[config.mk]
export PLATFORM = sky130hd
export DESIGN_NAME = char_scanout
export DESIGN_NICKNAME = d
export VERILOG_FILES = /design/src/rtl/text_pkg.sv /design/src/rtl/glyph_rom.sv /design/src/rtl/char_scanout.sv
export SDC_FILE = /design/constraint.sdc
export NUM_CORES = 1
export LEC_CHECK = 0
export CAP_MARGIN = 10
export CORE_MARGIN = 5
export CORE_UTILIZATION = 50
export DETAILED_ROUTE_END_ITERATION = 6
export PLACE_DENSITY = 0.83
export SYNTH_ARGS = -nofsm -noshare
export SYNTH_HDL_FRONTEND = slang
export SYNTH_HIERARCHICAL = 1
export SYNTH_SLANG_ARGS = --single-unit
[constraint.sdc]
create_clock -name clk -period 3.11 [get_ports clk]
set_input_delay 0.4665 -clock clk [delete_from_list [all_inputs] [get_ports clk]]
set_output_delay 0.4665 -clock clk [all_outputs]
set_load 0.005 [all_outputs]
[src/rtl/text_pkg.sv]
// Shared text-mode constants, the glyph-row type and the character set used
// by the glyph ROM.
package text_pkg;

  localparam int COLS   = 80;
  localparam int ROWS   = 60;
  localparam int CELL_W = 8;
  localparam int CELL_H = 8;
  localparam int TB_AW  = 13;
  localparam int CODE_W = 6;

  typedef logic [CELL_W-1:0] glyph_row_t;

  // Character set: code 0 is blank, code 1 is a pair of vertical bars at the
  // cell edges, code 63 is a solid block; every other code gets a distinct
  // pattern built from its code and row so neighbouring glyphs differ.
  function automatic glyph_row_t glyph_lookup(input logic [CODE_W-1:0] code,
                                              input logic [2:0]        row);
    glyph_row_t g;
    case (code)
      6'd0:    g = 8'h00;
      6'd1:    g = 8'h81;
      6'd63:   g = 8'hFF;
      default: g = {code ^ {3'b000, row}, row[1:0]};
    endcase
    return g;
  endfunction

endpackage

[src/rtl/glyph_rom.sv]
// 64-character x 8-row glyph ROM with a registered (1-cycle) read.
// Bit 7 of each row is the leftmost pixel of the cell.
module glyph_rom
  import text_pkg::*;
(
  input  logic       clk,
  input  logic       clr_n,
  input  logic [5:0] code,
  input  logic [2:0] row,
  output logic [7:0] glyph
);

  // Registered lookup at {code, row}; cleared on reset so blank rows follow.
  always_ff @(posedge clk or negedge clr_n) begin
    if (!clr_n) glyph <= '0;
    else        glyph <= glyph_lookup(code, row);
  end

endmodule

[src/rtl/char_scanout.sv]
// Text-mode scan-out: turns VGA pixel coordinates into monochrome RGB through
// a fixed 3-stage pipeline.
//   S0: compute and register the text-buffer address plus the in-cell pixel
//       offsets, visibility and cursor hit.
//   S1: the external text buffer returns the character code in the cycle
//       tb_addr is presented; it addresses the glyph ROM directly, whose
//       output register is this stage.
//   S2: pick the pixel bit, apply the blinking cursor, register RGB.
// Syncs ride a 3-deep shift register so they line up with RGB.
module char_scanout #(
  parameter int         COLS       = text_pkg::COLS,
  parameter int         ROWS       = text_pkg::ROWS,
  parameter logic [3:0] FG         = 4'hF,
  parameter logic [3:0] BG         = 4'h0,
  parameter int         BLINK_LOG2 = 5
) (
  input  logic        clk,
  input  logic        clr_n,
  input  logic [9:0]  px_x,
  input  logic [9:0]  px_y,
  input  logic        px_active,
  input  logic        hsync_in,
  input  logic        vsync_in,
  output logic [12:0] tb_addr,
  input  logic [5:0]  tb_data,
  input  logic [6:0]  cur_col,
  input  logic [5:0]  cur_row,
  input  logic        cur_en,
  output logic        hsync,
  output logic        vsync,
  output logic [3:0]  red,
  output logic [3:0]  green,
  output logic [3:0]  blue
);

  localparam int PX_W = COLS * text_pkg::CELL_W;
  localparam int PX_H = ROWS * text_pkg::CELL_H;

  logic [6:0]  cell_x;
  logic [6:0]  cell_y;
  logic        in_range;
  logic        cur_hit;
  logic [12:0] addr_next;

  logic [2:0]  s0_xlo;
  logic [2:0]  s0_ylo;
  logic        s0_vis;
  logic        s0_hit;

  logic [7:0]  s1_glyph;
  logic [2:0]  s1_xlo;
  logic        s1_vis;
  logic        s1_hit;

  logic        pix_bit;
  logic        pix_final;
  logic [3:0]  pix_lvl;

  logic [2:0]  hs_sr;
  logic [2:0]  vs_sr;

  logic              vsync_in_q;
  logic [BLINK_LOG2:0] blink_cnt;
  logic              blink_phase;

  assign cell_x    = px_x[9:3];
  assign cell_y    = px_y[9:3];
  assign in_range  = (int'(px_x) < PX_W) && (int'(px_y) < PX_H);
  assign addr_next = 13'(cell_y) * 13'(COLS) + 13'(cell_x);
  assign cur_hit   = cur_en && (cell_x == cur_col) && (cell_y == {1'b0, cur_row});

  // S0: address and side-band capture; the address only moves for on-screen
  // coordinates so the text buffer never sees an out-of-range read.
  always_ff @(posedge clk or negedge clr_n) begin
    if (!clr_n) begin
      tb_addr <= '0;
      s0_xlo  <= '0;
      s0_ylo  <= '0;
      s0_vis  <= 1'b0;
      s0_hit  <= 1'b0;
    end else begin
      if (in_range) tb_addr <= addr_next;
      s0_xlo <= px_x[2:0];
      s0_ylo <= px_y[2:0];
      s0_vis <= px_active && in_range;
      s0_hit <= cur_hit;
    end
  end

  glyph_rom u_glyph_rom (
    .clk   (clk),
    .clr_n (clr_n),
    .code  (tb_data),
    .row   (s0_ylo),
    .glyph (s1_glyph)
  );

  // S1: side-band travels alongside the glyph-ROM read.
  always_ff @(posedge clk or negedge clr_n) begin
    if (!clr_n) begin
      s1_xlo <= '0;
      s1_vis <= 1'b0;
      s1_hit <= 1'b0;
    end else begin
      s1_xlo <= s0_xlo;
      s1_vis <= s0_vis;
      s1_hit <= s0_hit;
    end
  end

  assign pix_bit   = s1_glyph[3'd7 - s1_xlo];
  assign pix_final = pix_bit ^ (s1_hit & blink_phase);

  // S2: final colour; off-screen or blanked pixels are forced black.
  always_ff @(posedge clk or negedge clr_n) begin
    if (!clr_n)      pix_lvl <= 4'h0;
    else if (s1_vis) pix_lvl <= pix_final ? FG : BG;
    else             pix_lvl <= 4'h0;
  end

  assign red   = pix_lvl;
  assign green = pix_lvl;
  assign blue  = pix_lvl;

  // Sync delay line; resets to the inactive (high) level.
  always_ff @(posedge clk or negedge clr_n) begin
    if (!clr_n) begin
      hs_sr <= 3'b111;
      vs_sr <= 3'b111;
    end else begin
      hs_sr <= {hs_sr[1:0], hsync_in};
      vs_sr <= {vs_sr[1:0], vsync_in};
    end
  end

  assign hsync = hs_sr[2];
  assign vsync = vs_sr[2];

  // Frame counter for the cursor blink: advances on each vsync_in falling
  // edge and wraps freely; its MSB is the blink phase.
  always_ff @(posedge clk or negedge clr_n) begin
    if (!clr_n) begin
      vsync_in_q <= 1'b1;
      blink_cnt  <= '0;
    end else begin
      vsync_in_q <= vsync_in;
      if (vsync_in_q && !vsync_in) blink_cnt <= blink_cnt + 1'b1;
    end
  end

  assign blink_phase = blink_cnt[BLINK_LOG2];

endmodule

==> qor.txt, run 1 <==
================================================================================
Count of unique library cells instantiated by Yosys ...............           41
Worst slew pin tran ...............................................      1000 ps
Chip Width ........................................................      77.7 µm
Die boundary height ...............................................      77.7 µm
Critical-path cell list ........................................... clkdlybuf4s50_1, ha_1, ha_1, fa_1, a21o_1, a21oi_1, xnor2_1, o2111a_1, o31ai_1
Critical path required time .......................................      3270 ps
Total negative slack for setup checks .............................         0 ps
Crit path time final ..............................................      2710 ps
Classification of the worst setup path ............................    in -> reg
Static Leak .......................................................   0.00131 µW
Area inside the core boundary .....................................     4410 µm²
Count of max-cap constraint violations ............................            0
Number of placement rows ..........................................           24
# resized after CTS ...............................................            0
Reg-to-reg startpoint ............................................. s1_xlo[0]$_DFF_PN0_
I/O Pins ..........................................................           72
Number of inserted diodes .........................................            0
Setup violations, final ...........................................            0
Worst min-delay path class ........................................  in -> async
Crit end category .................................................    flip-flop
Int Pwr ...........................................................      1290 µW
Critical Path Most Common Cell .................................... sky130_fd_sc_hd__ha_1
Root buffer cell .................................................. sky130_fd_sc_hd__clkbuf_8
Maximum clock skew at final layout ................................      4.33 ps
Total track usage .................................................        16.0%
Clock transition at path regs .....................................        80 ps
CTS Buf Count .....................................................            5
Share of total power in combinational logic .......................        24.6%
Maximum number of pins on one net before global-route repair ......           48
Proportion of synthesized chip area in sequential cells ...........        51.6%
Power density normalized to cell area .............................   544 nW/µm²
FFs w/ async S/R, synth ...........................................         100%
Quantity of hold-fixing buffers added after cts ...................            0
Count of port buffers added during placement ......................           71
Number of antenna violations at the first check in global routing .            0
Setup repair after global routing missed its margin ...............           no
Synth Net Count ...................................................          243
Slowest stage delay, CP ...........................................       540 ps
Wire length of the first global-routing pass ......................      7690 µm
Post-Place Cells ..................................................          293
Worst setup path startpoint .......................................      px_y[6]
Gate count after technology mapping ...............................          182
DRC violation count after routing .................................            0
CP startpoint kind ................................................    input pin
Result of the run ................................................. complete, no violations
Fin. max-slew vios ................................................            0
Switching fraction of total power .................................        23.9%
Clock net sink count ..............................................           47
Peak supply drop ..................................................   0.000215 V
Number of nets in the finished design .............................          309
Non-Filler Instances ..............................................          301
Final weighted congestion in routability-driven placement .........        0.793
Total standard cell area after synthesis ..........................     2290 µm²
Via count of the first global-routing pass ........................         1670
Post-route clock period utilization ...............................        87.1%
Dominant register cell in the synthesized netlist ................. sky130_fd_sc_hd__dfrtp_1
Area Growth Syn to Fin ............................................        35.5%
WL/cell ...........................................................      14.6 µm
CTS tree ..........................................................          yes
Worst hold margin .................................................       334 ps
Remaining global-route overflow ...................................            0
Endpoint of the worst register-to-register path ................... blue[2]$_DFF_PN0_
Clock Latency Late Sink ...........................................       290 ps
DRT iter0 DRCs ....................................................           43
Vias after detailed routing .......................................         1564
Peak clock frequency supported by timing ..........................      369 MHz
Routed wire length ................................................      4390 µm
Floorplan die area ................................................     6040 µm²
Detailed placement HPWL ...........................................      3560 µm
Post-DRT Antenna Nets .............................................            0
Post-Syn Area per Cell ............................................     12.6 µm²
H-tree levels .....................................................            2
Number of warnings printed during yosys synthesis .................            6
Relative max-transition margin ....................................        33.4%
Net switching power ...............................................       404 µW
Count of cells along the worst register-to-register path ..........            4
Flop-to-flop setup slack ..........................................      1580 ps
Share of cells above drive strength 1 .............................        10.8%
Data arrival time at the worst-slack endpoint .....................      2870 ps
Clock group share of total power ..................................        30.0%
Largest fanout of any net on the critical path ....................            4
Number of flops mapped to enable cells by yosys ...................            0
Clock Path Buffers ................................................            2
Slowest cell on crit path ......................................... sky130_fd_sc_hd__clkdlybuf4s50_1
Initial cell density of the core ..................................        52.0%
Number of hold-slack violations in the final timing report ........            0
Synthesis-stage register bit count ................................           47
Power share of the sequential group ...............................        45.4%
Number of detailed-routing iterations run before antenna repair ...            4
Avg Vias per Cell .................................................         5.20
Setup bufs post-CTS ...............................................            0
================================================================================
==> power by group through the flow <==
| stage | sequential (µW) | clock, µW | combinational (µW) |
|---|---|---|---|
| after floorplan | 772 | 0 | 210 |
| after CTS | 770 | 521 | 424 |
| after detailed placement | 780 | 0 | 419 |
| final | 767 | 508 | 415 |
| after global routing | 782 | 553 | 461 |
| after global placement | 775 | 0 | 408 |
==> registers in the layout, summed over array words and instances, names as in the netlist, 3 cells and up <==
name               count
s0_ylo                 3
hs_sr                  3
tb_addr               13
u_glyph_rom/glyph      8
s1_xlo                 3
blink_cnt              6
vs_sr                  3
s0_xlo                 3
==> stage by stage <==
stage / setup WS [ps] / instance area (µm²) / utilization, % / total power [µW]
after floorplan: 757 / 2290 / - / 982
after global placement: 151 / 2980 / 67.4 / 1180
after detailed placement: 80.3 / 2980 / 67.4 / 1200
after CTS: 393 / 3110 / 70.4 / 1720
after global routing: 290 / 3110 / 70.4 / 1800
final: 400 / 3110 / 70.4 / 1690
==> cell usage after synthesis, types with 3 or more instances <==
cell type	n	area share, %
sky130_fd_sc_hd__ha_1	14	7.6
sky130_fd_sc_hd__xnor2_1	20	7.6
sky130_fd_sc_hd__a21o_1	3	0.98
sky130_fd_sc_hd__nand4_1	5	1.4
sky130_fd_sc_hd__a21oi_1	6	1.3
sky130_fd_sc_hd__mux2_2	8	3.9
sky130_fd_sc_hd__dfstp_2	6	6.9
sky130_fd_sc_hd__o21ai_0	6	1.3
sky130_fd_sc_hd__nand2_1	11	1.8
sky130_fd_sc_hd__buf_4	11	3.6
sky130_fd_sc_hd__nor2_1	9	1.5
sky130_fd_sc_hd__xor2_1	9	3.4
sky130_fd_sc_hd__dfrtp_1	41	45
==> cells by family (layout without fill, tap and decap cells) <==
group	after synthesis	in the layout	synth area share, %
buffers and inverters	13	80	4.20
AO/OA/AOI/OAI	23	23	6.60
multiplexers	11	11	6.66
flip-flops	47	47	51.6
adder cells (fa/ha/maj)	16	16	9.38
AND/OR/NAND/NOR	43	43	10.5
XOR/XNOR	29	29	11.1
==> area by class of cell <==
type / instances / area, µm²
repair buffers: 72 / 713
flip-flops and latches: 47 / 1180
clock inverters: 2 / 60.1
well taps: 52 / 65.1
multi-input cells: 122 / 1010
fillers: 340 / 1310
clock buffers: 6 / 72.6
==> metal layers <==
| layer | vias to the layer above | global-route usage, % | share of wire [%] |
|---|---|---|---|
| met3 | 9 | 4.86 | 7.3 |
| met4 | 0 | 6.70 | 2.2 |
| met5 | - | 0 | 0 |
| met1 | 746 | 17.6 | 39 |
| li1 | 758 | - | - |
| met2 | 51 | 28.5 | 52 |
==> worst max-delay path: cells and delay by family <==
| family | cells | cell delay, ps |
|---|---|---|
| xor+xnor | 1 | 210 |
| compound gates | 4 | 680 |
| fa+ha+maj | 3 | 960 |
| buf+inv | 1 | 540 |
==> layout by cell type, fill, tap and decap left out, types with 2 or more instances in the layout <==
cell                              Yosys  routed
sky130_fd_sc_hd__o21ai_0              6       6
sky130_fd_sc_hd__a21oi_1              6       6
sky130_fd_sc_hd__bufinv_16            0       2
sky130_fd_sc_hd__fa_1                 2       2
sky130_fd_sc_hd__nand4_1              5       5
sky130_fd_sc_hd__xnor2_1             20      20
sky130_fd_sc_hd__dfrtp_1             41      41
sky130_fd_sc_hd__dfstp_2              6       6
sky130_fd_sc_hd__clkdlybuf4s50_1      0      70
sky130_fd_sc_hd__clkbuf_8             0       5
sky130_fd_sc_hd__xor2_1               9       9
sky130_fd_sc_hd__nor2b_1              2       2
sky130_fd_sc_hd__a21o_1               3       3
sky130_fd_sc_hd__nor2_1               9       9
sky130_fd_sc_hd__ha_1                14      14
sky130_fd_sc_hd__mux2_2               8       8
sky130_fd_sc_hd__nand2_1             11      11
sky130_fd_sc_hd__and2_1               2       2
sky130_fd_sc_hd__mux4_1               2       2
sky130_fd_sc_hd__nand3_1              2       2
==> how the worst max path moves through the flow <==
| stage | slack [ps] | cells after the start | end |
|---|---|---|---|
| final | 400 | 9 | tb_addr[12]$_DFFE_PN0P_ |
| after detailed placement | 80 | 9 | tb_addr[12]$_DFFE_PN0P_ |
| after CTS | 390 | 9 | tb_addr[12]$_DFFE_PN0P_ |
| after global placement | 150 | 9 | tb_addr[12]$_DFFE_PN0P_ |
| after global routing | 290 | 9 | tb_addr[12]$_DFFE_PN0P_ |
| after floorplan | 760 | 8 | tb_addr[12]$_DFFE_PN0P_ |
(Power assumes the default switching activity.)
==> run 2: changes to the inputs <==
- CORE_MARGIN: 5 -> default
==> qor.txt, run 2 (synthesized netlist as in run 1, its figures left out) <==
================================================================================
Most heavily used metal layer in global routing ...................         met2
Critical path required time .......................................      3310 ps   +40 ps
Total negative slack for setup checks .............................         0 ps   unchanged
Count of cells along the worst register-to-register path ..........            4   unchanged
Data arrival time at the worst-slack endpoint .....................      2930 ps   +60 ps
Number of inserted diodes .........................................            0   unchanged
Worst min-delay path class ........................................  in -> async
H-tree levels .....................................................            2   unchanged
Floorplan die area ................................................     4860 µm²   -20%
Wire length of the first global-routing pass ......................      7230 µm   -6.0%
Static Leak .......................................................   0.00129 µW   -1.8%
Post-route clock period utilization ...............................        87.6%   +0.52 points
Count of port buffers added during placement ......................           71   unchanged
Clock Latency Late Sink ...........................................       290 ps   about the same
Result of the run ................................................. complete, no violations
DRC violation count after routing .................................            0   unchanged
Count of max-cap constraint violations ............................            0   unchanged
CP startpoint kind ................................................    input pin
Largest registers in the final layout ............................. tb_addr: 13 flops, u_glyph_rom/glyph: 8 flops, blink_cnt: 6 flops
WL/cell ...........................................................      13.6 µm   -6.6%
Post-Place Cells ..................................................          293   unchanged
Clock transition at path regs .....................................        80 ps   about the same
Vias after detailed routing .......................................         1544   -1.3%
Chip Width ........................................................      69.7 µm   -10%
Power density normalized to cell area .............................   496 nW/µm²   -8.9%
Peak supply drop ..................................................   0.000231 V   +7.5%
I/O Pins ..........................................................           72   unchanged
Most frequent cells in the layout ................................. 70 x sky130_fd_sc_hd__clkdlybuf4s50_1, 41 x sky130_fd_sc_hd__dfrtp_1, 20 x sky130_fd_sc_hd__xnor2_1
Clock Path Buffers ................................................            2   unchanged
Number of placement rows ..........................................           24   unchanged
CTS tree ..........................................................          yes
Setup violations, final ...........................................            0   unchanged
Final weighted congestion in routability-driven placement .........        0.787   -0.72%
Total track usage .................................................        19.3%   +3.3 points
Fin. max-slew vios ................................................            0   unchanged
Avg Vias per Cell .................................................         5.13   -1.3%
Critical-path cell list ........................................... clkdlybuf4s50_1, ha_1, ha_1, fa_1, a21o_1, a21oi_1, xnor2_1, a311oi_1, o31ai_1
Maximum clock skew at final layout ................................      7.00 ps   +2.67 ps
Area inside the core boundary .....................................     4380 µm²   -0.68%
Classification of the worst setup path ............................    in -> reg
Number of antenna violations at the first check in global routing .            0   unchanged
Relative max-transition margin ....................................        33.8%   +0.49 points
Reg-to-reg startpoint ............................................. s1_xlo[0]$_DFF_PN0_
Clock net sink count ..............................................           47   unchanged
Non-Filler Instances ..............................................          301   unchanged
DRT iter0 DRCs ....................................................           82   +91%
Worst slew pin tran ...............................................       992 ps   -7.33 ps
Met2 Use GR .......................................................        32.5%   +4.0 points
Root buffer cell .................................................. sky130_fd_sc_hd__clkbuf_8
Slowest cell on crit path ......................................... sky130_fd_sc_hd__clkdlybuf4s50_1
Share of cells above drive strength 1 .............................        10.4%   -0.40 points
Critical path buffers and inverters ...............................            1   unchanged
Maximum number of pins on one net before global-route repair ......           48   unchanged
Flop-to-flop setup slack ..........................................      1610 ps   +30 ps
Largest fanout of any net on the critical path ....................            4   unchanged
Post-layout util ..................................................        69.7%   -0.69 points
CTS Buf Count .....................................................            5   unchanged
Critical Path Most Common Cell .................................... sky130_fd_sc_hd__ha_1
Setup bufs post-CTS ...............................................            0   unchanged
Met3 routing resource usage after global routing ..................        4.80%   -0.065 points
Via count of the first global-routing pass ........................         1606   -3.8%
Top reg by flops ..................................................      tb_addr
Max FFs per register ..............................................           13   unchanged
Crit end category .................................................    flip-flop
Number of hold-slack violations in the final timing report ........            0   unchanged
Setup repair after global routing missed its margin ...............           no
Number of nets in the finished design .............................          309   unchanged
Area Growth Syn to Fin ............................................        33.3%
Crit path time final ..............................................      2730 ps   +16.0 ps
Slowest stage delay, CP ...........................................       560 ps   +20 ps
Post-DRT Antenna Nets .............................................            0   unchanged
Peak clock frequency supported by timing ..........................      367 MHz   -0.59%
Fraction of met1 tracks used by global routing ....................        23.4%   +5.9 points
Remaining global-route overflow ...................................            0   unchanged
# resized after CTS ...............................................            0   unchanged
Detailed placement HPWL ...........................................      3210 µm   -9.9%
Kind of cell with the highest combined delay on the critical path .  adder cells
Endpoint of the worst register-to-register path ................... blue[2]$_DFF_PN0_
Number of detailed-routing iterations run before antenna repair ...            4   unchanged
Die boundary height ...............................................      69.7 µm   -10%
Routed wire length ................................................      4090 µm   -6.6%
Quantity of hold-fixing buffers added after cts ...................            0   unchanged
Initial cell density of the core ..................................        52.3%   +0.36 points
Most common cell after layout, fill and taps aside ................ sky130_fd_sc_hd__clkdlybuf4s50_1
================================================================================
[run 2: cell types whose count changed in the layout (fill, tap and decap cells not counted), sizes merged]
| cell | previous run | this run |
|---|---|---|
| bufinv | 2 | 0 |
| clkbuf | 6 | 7 |
| clkinv | 0 | 1 |
[run 2: routing by layer]
metal / vias up / share of wire (%)
li1: 757 / -
met1: 728 / 43
met2: 53 / 50
met3: 6 / 5.2
met4: 0 / 1.8
met5: - / 0
[run 2: layout make-up]
cell class	count	area, µm²
clock buffers	7	76.3
clock inverters	1	5.00
fillers	318	1330
multi-input cells	122	1010
flip-flops and latches	47	1180
well taps	52	65.1
repair buffers	72	713
[run 2: report_power, final]
group | switching [µW] | internal (µW)
registers | 59.0 | 708
logic | 154 | 256
clock network | 181 | 158
total | 394 | 1120
[run 2: metrics by stage]
step | setup slack [ps] | instance area [µm²] | hold WS, ps | power [µW]
after floorplan | 757 | 2290 | 171 | 982
after global placement | 156 | 2980 | 333 | 1180
after detailed placement | 67.7 | 2980 | 336 | 1190
after CTS | 410 | 3060 | 353 | 1530
after global routing | 209 | 3060 | 356 | 1610
final | 384 | 3060 | 329 | 1520
[run 2: worst register-to-register path, cell delays in order (launching register included)]
cell,delay [ps]
sky130_fd_sc_hd__dfrtp_1,380
sky130_fd_sc_hd__mux4_1,550
sky130_fd_sc_hd__mux2i_1,220
sky130_fd_sc_hd__xor2_1,100
sky130_fd_sc_hd__and2_1,160
[run 2: how the worst max path moves through the flow]
| stage | startpoint | cells after the start | slack (ps) | to |
|---|---|---|---|---|
| after floorplan | px_y[4] | 8 | 760 | tb_addr[12]$_DFFE_PN0P_ |
| after global placement | px_y[6] | 9 | 160 | tb_addr[12]$_DFFE_PN0P_ |
| after detailed placement | px_y[6] | 9 | 70 | tb_addr[12]$_DFFE_PN0P_ |
| after CTS | px_y[6] | 9 | 410 | tb_addr[12]$_DFFE_PN0P_ |
| after global routing | px_y[6] | 9 | 210 | tb_addr[12]$_DFFE_PN0P_ |
| final | px_y[6] | 9 | 380 | tb_addr[12]$_DFFE_PN0P_ |
